`src/rtl/csr_file_pkg.sv`:
```
// Shared definitions for the machine-mode CSR file:
// addresses, privilege levels, write masks and misa.
package csr_file_pkg;

   localparam logic [11:0] CSR_MSTATUS   = 12'h300;
   localparam logic [11:0] CSR_MISA      = 12'h301;
   localparam logic [11:0] CSR_MIE       = 12'h304;
   localparam logic [11:0] CSR_MTVEC     = 12'h305;
   localparam logic [11:0] CSR_MSCRATCH  = 12'h340;
   localparam logic [11:0] CSR_MEPC      = 12'h341;
   localparam logic [11:0] CSR_MCAUSE    = 12'h342;
   localparam logic [11:0] CSR_MTVAL     = 12'h343;
   localparam logic [11:0] CSR_MCYCLE    = 12'hB00;
   localparam logic [11:0] CSR_MINSTRET  = 12'hB02;
   localparam logic [11:0] CSR_MCYCLEH   = 12'hB80;
   localparam logic [11:0] CSR_MINSTRETH = 12'hB82;
   localparam logic [11:0] CSR_CYCLE     = 12'hC00;
   localparam logic [11:0] CSR_INSTRET   = 12'hC02;
   localparam logic [11:0] CSR_CYCLEH    = 12'hC80;
   localparam logic [11:0] CSR_INSTRETH  = 12'hC82;
   localparam logic [11:0] CSR_MHARTID   = 12'hF14;

   typedef enum logic [1:0] {
      USER       = 2'b00,
      SUPERVISOR = 2'b01,
      MACHINE    = 2'b11
   } priv_t;

   localparam logic [63:0] MSTATUS_MASK  = 64'h0000_1888;
   localparam logic [63:0] MIE_MASK      = 64'h0000_0888;
   localparam logic [63:0] MSTATUS_RESET = 64'h0000_1800;
   localparam logic [1:0]  MPP_RESERVED  = 2'b10;

   // MXL in the top two bits, extensions I (bit 8) and U (bit 20).
   function automatic logic [63:0] misa_value(input int xlen);
      logic [63:0] v;
      v = 64'h0000_0000_0010_0100;
      if (xlen == 64)
         v[63:62] = 2'd2;
      else
         v[31:30] = 2'd1;
      return v;
   endfunction

endpackage

```
`src/rtl/csr_file_counter64.sv`:
```
// 64-bit event counter with half-width loads;
// a load in the same cycle suppresses the increment.
module csr_counter64
   import csr_file_pkg::*;
#(
   parameter int DATA_WIDTH = 32
) (
   input  logic                  clock,
   input  logic                  reset,
   input  logic                  inc,
   input  logic                  write_lo,
   input  logic                  write_hi,
   input  logic [DATA_WIDTH-1:0] wdata,
   output logic [63:0]           count
);

   logic [63:0] loaded;

   always_comb begin
      loaded = count;
      if (write_lo)
         loaded[DATA_WIDTH-1:0] = wdata;
      else if (write_hi)
         loaded[63:32] = wdata[31:0];
   end

   always_ff @(posedge clock) begin
      if (!reset)
         count <= '0;
      else if (write_lo || write_hi)
         count <= loaded;
      else if (inc)
         count <= count + 64'd1;
   end

endmodule

```
`src/rtl/csr_file.sv`:
```
// Machine-mode CSR file: combinational old-value read,
// clocked update, access checking and cycle/instret counters.
module csr_file
   import csr_file_pkg::*;
#(
   parameter int CORE       = 0,
   parameter int DATA_WIDTH = 32
) (
   input  logic                  clock,
   input  logic                  reset,
   input  logic                  CSR_read_en,
   input  logic                  CSR_write_en,
   input  logic                  CSR_set_en,
   input  logic                  CSR_clear_en,
   input  logic [11:0]           CSR_address,
   input  logic [DATA_WIDTH-1:0] CSR_write_data,
   input  logic [1:0]            current_privilege,
   input  logic                  instret_inc,
   output logic [DATA_WIDTH-1:0] CSR_read_data,
   output logic                  illegal_csr
);

   localparam int W = DATA_WIDTH;
   localparam bit HAS_HI = (DATA_WIDTH == 32);
   localparam logic [W-1:0] MISA_VAL   = W'(misa_value(DATA_WIDTH));
   localparam logic [W-1:0] HART_ID    = W'(CORE);
   localparam logic [W-1:0] MSTAT_WM   = W'(MSTATUS_MASK);
   localparam logic [W-1:0] MSTAT_RST  = W'(MSTATUS_RESET);
   localparam logic [W-1:0] MIE_WM     = W'(MIE_MASK);

   logic [W-1:0] mstatus;
   logic [W-1:0] mie;
   logic [W-1:0] mtvec;
   logic [W-1:0] mscratch;
   logic [W-1:0] mepc;
   logic [W-1:0] mcause;
   logic [W-1:0] mtval;
   logic [63:0]  mcycle;
   logic [63:0]  minstret;

   logic         modify;
   logic         any_en;
   logic         implemented;
   logic         priv_low;
   logic         read_only;
   logic         legal_mod;
   logic [W-1:0] old_val;
   logic [W-1:0] new_val;
   logic [W-1:0] mstatus_next;

   assign modify   = CSR_write_en | CSR_set_en | CSR_clear_en;
   assign any_en   = modify | CSR_read_en;
   assign priv_low = current_privilege < CSR_address[9:8];
   assign read_only = CSR_address[11:10] == 2'b11;

   always_comb begin
      implemented = 1'b1;
      old_val     = '0;
      case (CSR_address)
         CSR_MSTATUS:  old_val = mstatus;
         CSR_MISA:     old_val = MISA_VAL;
         CSR_MIE:      old_val = mie;
         CSR_MTVEC:    old_val = mtvec;
         CSR_MSCRATCH: old_val = mscratch;
         CSR_MEPC:     old_val = mepc;
         CSR_MCAUSE:   old_val = mcause;
         CSR_MTVAL:    old_val = mtval;
         CSR_MHARTID:  old_val = HART_ID;
         CSR_MCYCLE, CSR_CYCLE:
            old_val = mcycle[W-1:0];
         CSR_MINSTRET, CSR_INSTRET:
            old_val = minstret[W-1:0];
         CSR_MCYCLEH, CSR_CYCLEH: begin
            implemented = HAS_HI;
            old_val     = HAS_HI ? W'(mcycle[63:32]) : '0;
         end
         CSR_MINSTRETH, CSR_INSTRETH: begin
            implemented = HAS_HI;
            old_val     = HAS_HI ? W'(minstret[63:32]) : '0;
         end
         default: implemented = 1'b0;
      endcase
   end

   assign illegal_csr = any_en &
                        (~implemented | priv_low |
                         (modify & read_only));
   assign legal_mod   = modify & ~illegal_csr;

   assign CSR_read_data = (CSR_read_en && !illegal_csr) ?
                          old_val : '0;

   always_comb begin
      if (CSR_write_en)
         new_val = CSR_write_data;
      else if (CSR_set_en)
         new_val = old_val | CSR_write_data;
      else
         new_val = old_val & ~CSR_write_data;
   end

   // MPP=10 is reserved; such a write keeps the previous mode.
   always_comb begin
      mstatus_next = new_val & MSTAT_WM;
      if (mstatus_next[12:11] == MPP_RESERVED)
         mstatus_next[12:11] = mstatus[12:11];
   end

   always_ff @(posedge clock) begin
      if (!reset) begin
         mstatus  <= MSTAT_RST;
         mie      <= '0;
         mtvec    <= '0;
         mscratch <= '0;
         mepc     <= '0;
         mcause   <= '0;
         mtval    <= '0;
      end else if (legal_mod) begin
         case (CSR_address)
            CSR_MSTATUS:  mstatus  <= mstatus_next;
            CSR_MIE:      mie      <= new_val & MIE_WM;
            CSR_MTVEC:    mtvec    <= {new_val[W-1:2], 1'b0,
                                       new_val[0]};
            CSR_MSCRATCH: mscratch <= new_val;
            CSR_MEPC:     mepc     <= {new_val[W-1:2], 2'b00};
            CSR_MCAUSE:   mcause   <= new_val;
            CSR_MTVAL:    mtval    <= new_val;
            default: ;
         endcase
      end
   end

   csr_counter64 #(.DATA_WIDTH(W)) u_mcycle (
      .clock    (clock),
      .reset    (reset),
      .inc      (1'b1),
      .write_lo (legal_mod && CSR_address == CSR_MCYCLE),
      .write_hi (legal_mod && HAS_HI &&
                 CSR_address == CSR_MCYCLEH),
      .wdata    (new_val),
      .count    (mcycle)
   );

   csr_counter64 #(.DATA_WIDTH(W)) u_minstret (
      .clock    (clock),
      .reset    (reset),
      .inc      (instret_inc),
      .write_lo (legal_mod && CSR_address == CSR_MINSTRET),
      .write_hi (legal_mod && HAS_HI &&
                 CSR_address == CSR_MINSTRETH),
      .wdata    (new_val),
      .count    (minstret)
   );

endmodule

```
`config.mk`:
```
export PLATFORM = sky130hd
export DESIGN_NAME = csr_file
export DESIGN_NICKNAME = d
export VERILOG_FILES = /design/src/rtl/csr_file_pkg.sv /design/src/rtl/csr_file_counter64.sv /design/src/rtl/csr_file.sv
export SDC_FILE = /design/constraint.sdc
export NUM_CORES = 1
export LEC_CHECK = 0
export BUFFER_PORTS_ARGS = -buffer_cell sky130_fd_sc_hd__buf_2
export CAP_MARGIN = 20
export CORE_AREA = 2 2 192 194
export CTS_BUF_LIST = sky130_fd_sc_hd__clkbuf_2 sky130_fd_sc_hd__clkbuf_4 sky130_fd_sc_hd__clkbuf_8
export DETAILED_ROUTE_END_ITERATION = 16
export DIE_AREA = 0 0 194 196
export PLACE_DENSITY = 0.65
export REMOVE_ABC_BUFFERS = 1
export SYNTH_ARGS = -nofsm -noshare
export SYNTH_HDL_FRONTEND = slang
export SYNTH_SLANG_ARGS = --single-unit
```
`constraint.sdc`:
```
create_clock -name clock -period 2.8 [get_ports clock]
set_input_delay 0.14 -clock clock [delete_from_list [all_inputs] [get_ports clock]]
set_output_delay 0.14 -clock clock [all_outputs]
set_load 0.05 [all_outputs]
```
==> impl_metrics.json <==
{
  "synth_area_mm2": 0.0174,
  "die_w_um": 194,
  "relSlewSlack": 0.492,
  "fillers": 3263,
  "crit_type": "input pin to output port",
  "finalCritPeriodShare": 1.01,
  "finalHoldViolCount": 0,
  "rows": 70,
  "syn_inst": 2220,
  "async_reset_ff_frac": 0,
  "coreArea_mm2": 0.0361,
  "synth_seq_cells": 292,
  "layout_setup_ws_ns": -0.0175,
  "reg2reg_from": "u_minstret.count[6]$_SDFFE_PN0P_",
  "hp-start": "CSR_write_data[20]",
  "first_iter_violations": 2309,
  "dieArea_mm2": 0.0380,
  "antenna_found_initial": 0,
  "critPathArrivalTime_ns": 2.68,
  "dp_hpwl_um": 58700,
  "yosys_most_used_dff": "dfxtp_1",
  "cts_made_buffers": 53,
  "tns_ns": -0.0222,
  "final_layout_size_suffix_gt1_frac": 0.258,
  "critPathLaunch": "CSR_address[7]",
  "clock_path_buffers": 3,
  "nets": 2601,
  "num_vias": 20200,
  "worst_slew_pin_slew_ns": 0.759,
  "seq_area_mm2": 0.00585,
  "synthDistinctLibCells": 96,
  "area_growth_pct": 29.4,
  "end_kind": "output port",
  "grt_max_degree": 82,
  "drc": 0,
  "io_pins": 86,
  "grt_first_pass_wirelength_um": 118000,
  "hold_path_depth": 4,
  "wl_um": 78900,
  "routed_via_density": 6.63,
  "drt-pass1-iter-count": 7,
  "most-common-layout-cells": "buf_4, dfxtp_1, nor2_1",
  "die_y_um": 196,
  "slew_violations": 0,
  "grt_pass1_vias": 19000,
  "multi_input_area_mm2": 0.0107,
  "ir_worst_vdd_mv": 0.443,
  "synth.avg_cell_area_um2": 7.82,
  "fin_crit_ns": 2.82,
  "cp.required_ns": 2.66,
  "status": "finished, violations left",
  "start_util": 0.481,
  "start_kind": "input pin",
  "clock_sinks": 292,
  "layout.cells.non_filler": 3053,
  "synth_edf_count": 0,
  "clk_latency_ns": 0.69,
  "track_usage": 0.406,
  "numPortBuffers": 85,
  "finalSetupViolCount": 2,
  "violations": "negative setup slack",
  "routedWlPerCell_um": 25.9,
  "yosysSeqAreaShare": 0.337,
  "reg2reg_to": "u_minstret.count[47]$_SDFFE_PN0P_",
  "cts_tree": "yes",
  "path_clk_slew_ns": 0.06,
  "min_path_type": "input pin to flop",
  "cts_max_level": 2,
  "r2r_cells": 8,
  "cts_root_buffer": "clkbuf_8",
  "yosysWarningCount": 0,
  "pwr_density_cell_mw_per_mm2": 431,
  "power_mw": 9.67,
  "r2r_setup_slack_ns": 0.13,
  "skew_ns": 0.0295,
  "max_freq_ghz": 0.355,
  "drv_cap": 0,
  "p_leak_nw": 8.08,
  "ant_nets": 0,
  "mostFrequentLayoutCell": "buf_4",
  "place.gp.congestion": 1.02,
  "overflow": 0,
  "dp.cells": 2945,
  "cp_max_fo": 8,
  "hold_path_end": "u_minstret.count[20]$_SDFFE_PN0P_"
}
## through the flow
| step | worst slack, ns | hold WS (ns) | util | cell area [µm²] |
|---|---|---|---|---|
| 2_1_floorplan | -4.11 | 0.219 | - | 16400 |
| 3_3_place_gp | -0.266 | 0.445 | 0.582 | 21000 |
| 3_5_place_dp | -0.255 | 0.457 | 0.582 | 21000 |
| 4_1_cts | 0.0199 | 0.000372 | 0.619 | 22300 |
| 5_1_grt | -0.0320 | 0.0507 | 0.622 | 22400 |
| 6_report | -0.0175 | 0.0416 | 0.622 | 22400 |
## layer usage
metal	GRT usage	wire [µm]	up-vias
met1	0.532	31500	9594
li1	-	-	9126
met2	0.622	34300	1251
met4	0.245	5230	0
met5	0	0	-
met3	0.0763	7930	269
## area by class of cell
class | count | area share
clock inverter | 10 | 0.00596
timing repair buffer | 488 | 0.182
multi-input combinational | 1696 | 0.475
sequential | 292 | 0.260
clock buffer | 84 | 0.0473
tap | 468 | 0.0261
inverter | 14 | 0.00256
antenna | 1 | 0.000111
## sequential cells by signal, indices dropped and copies added, names as in the netlist, 4 cells and up
signal / flops
mstatus: 4
u_mcycle.count: 64
mepc: 30
u_minstret.count: 64
mcause: 32
mtval: 32
mscratch: 32
mtvec: 31
## cells in the mapped netlist (44+ instances only)
cell type	number	area share
dfxtp_1	292	0.34
nor2_1	279	0.060
nand2_1	178	0.039
a211oi_1	158	0.068
a21oi_1	136	0.039
clkbuf_1	134	0.029
o21ai_0	92	0.027
nand3_1	87	0.025
buf_2	67	0.019
nor3_1	59	0.017
nand4_1	58	0.021
a31oi_1	44	0.016
## logic make-up after synthesis
family / Yosys count / synth area share
DFF: 292 / 0.337
xor gates and xnor gates: 3 / 0.00151
and+or+nand+nor: 877 / 0.253
buffers and inverters: 232 / 0.0591
adders and majority gates: 3 / 0.00216
muxes: 66 / 0.0417
AOI/OAI and AO/OA: 747 / 0.306
## repair_timing
item	4_1_cts	5_1_grt
hold buffers	10	0
endpoints found under the hold margin	38	0
buffers inserted	0	3
endpoints found under the setup margin	13	38
pin swaps	0	1
resized for setup	11	20
## worst max-delay path, stage by stage
cell	delay (ns)
buf_2	0.16
or4b_2	0.75
nor2_1	0.50
buf_4	0.25
a32o_1	0.25
a211oi_1	0.10
buf_4	0.16
nor2_1	0.09
buf_2	0.27
## worst max path at each step
stage,endpoint,slack [ns],cells past startpoint
after floorplan,u_mcycle.count[55]$_SDFFE_PN0P_,-4.11,7
final,CSR_read_data[28],-0.02,9
after detailed placement,u_mcycle.count[3]$_SDFFE_PN0P_,-0.25,9
after global placement,CSR_read_data[29],-0.27,10
after global routing,CSR_read_data[24],-0.03,11
after CTS,CSR_read_data[29],0.02,11
## power breakdown
group | switching, mW | total [mW] | internal [mW]
clock network | 2.00 | 4.60 | 2.60
logic | 0.551 | 0.900 | 0.350
registers | 0.00901 | 4.17 | 4.16
total | 2.56 | 9.67 | 7.11
No activity file was read; power rests on OpenSTA's default activity.
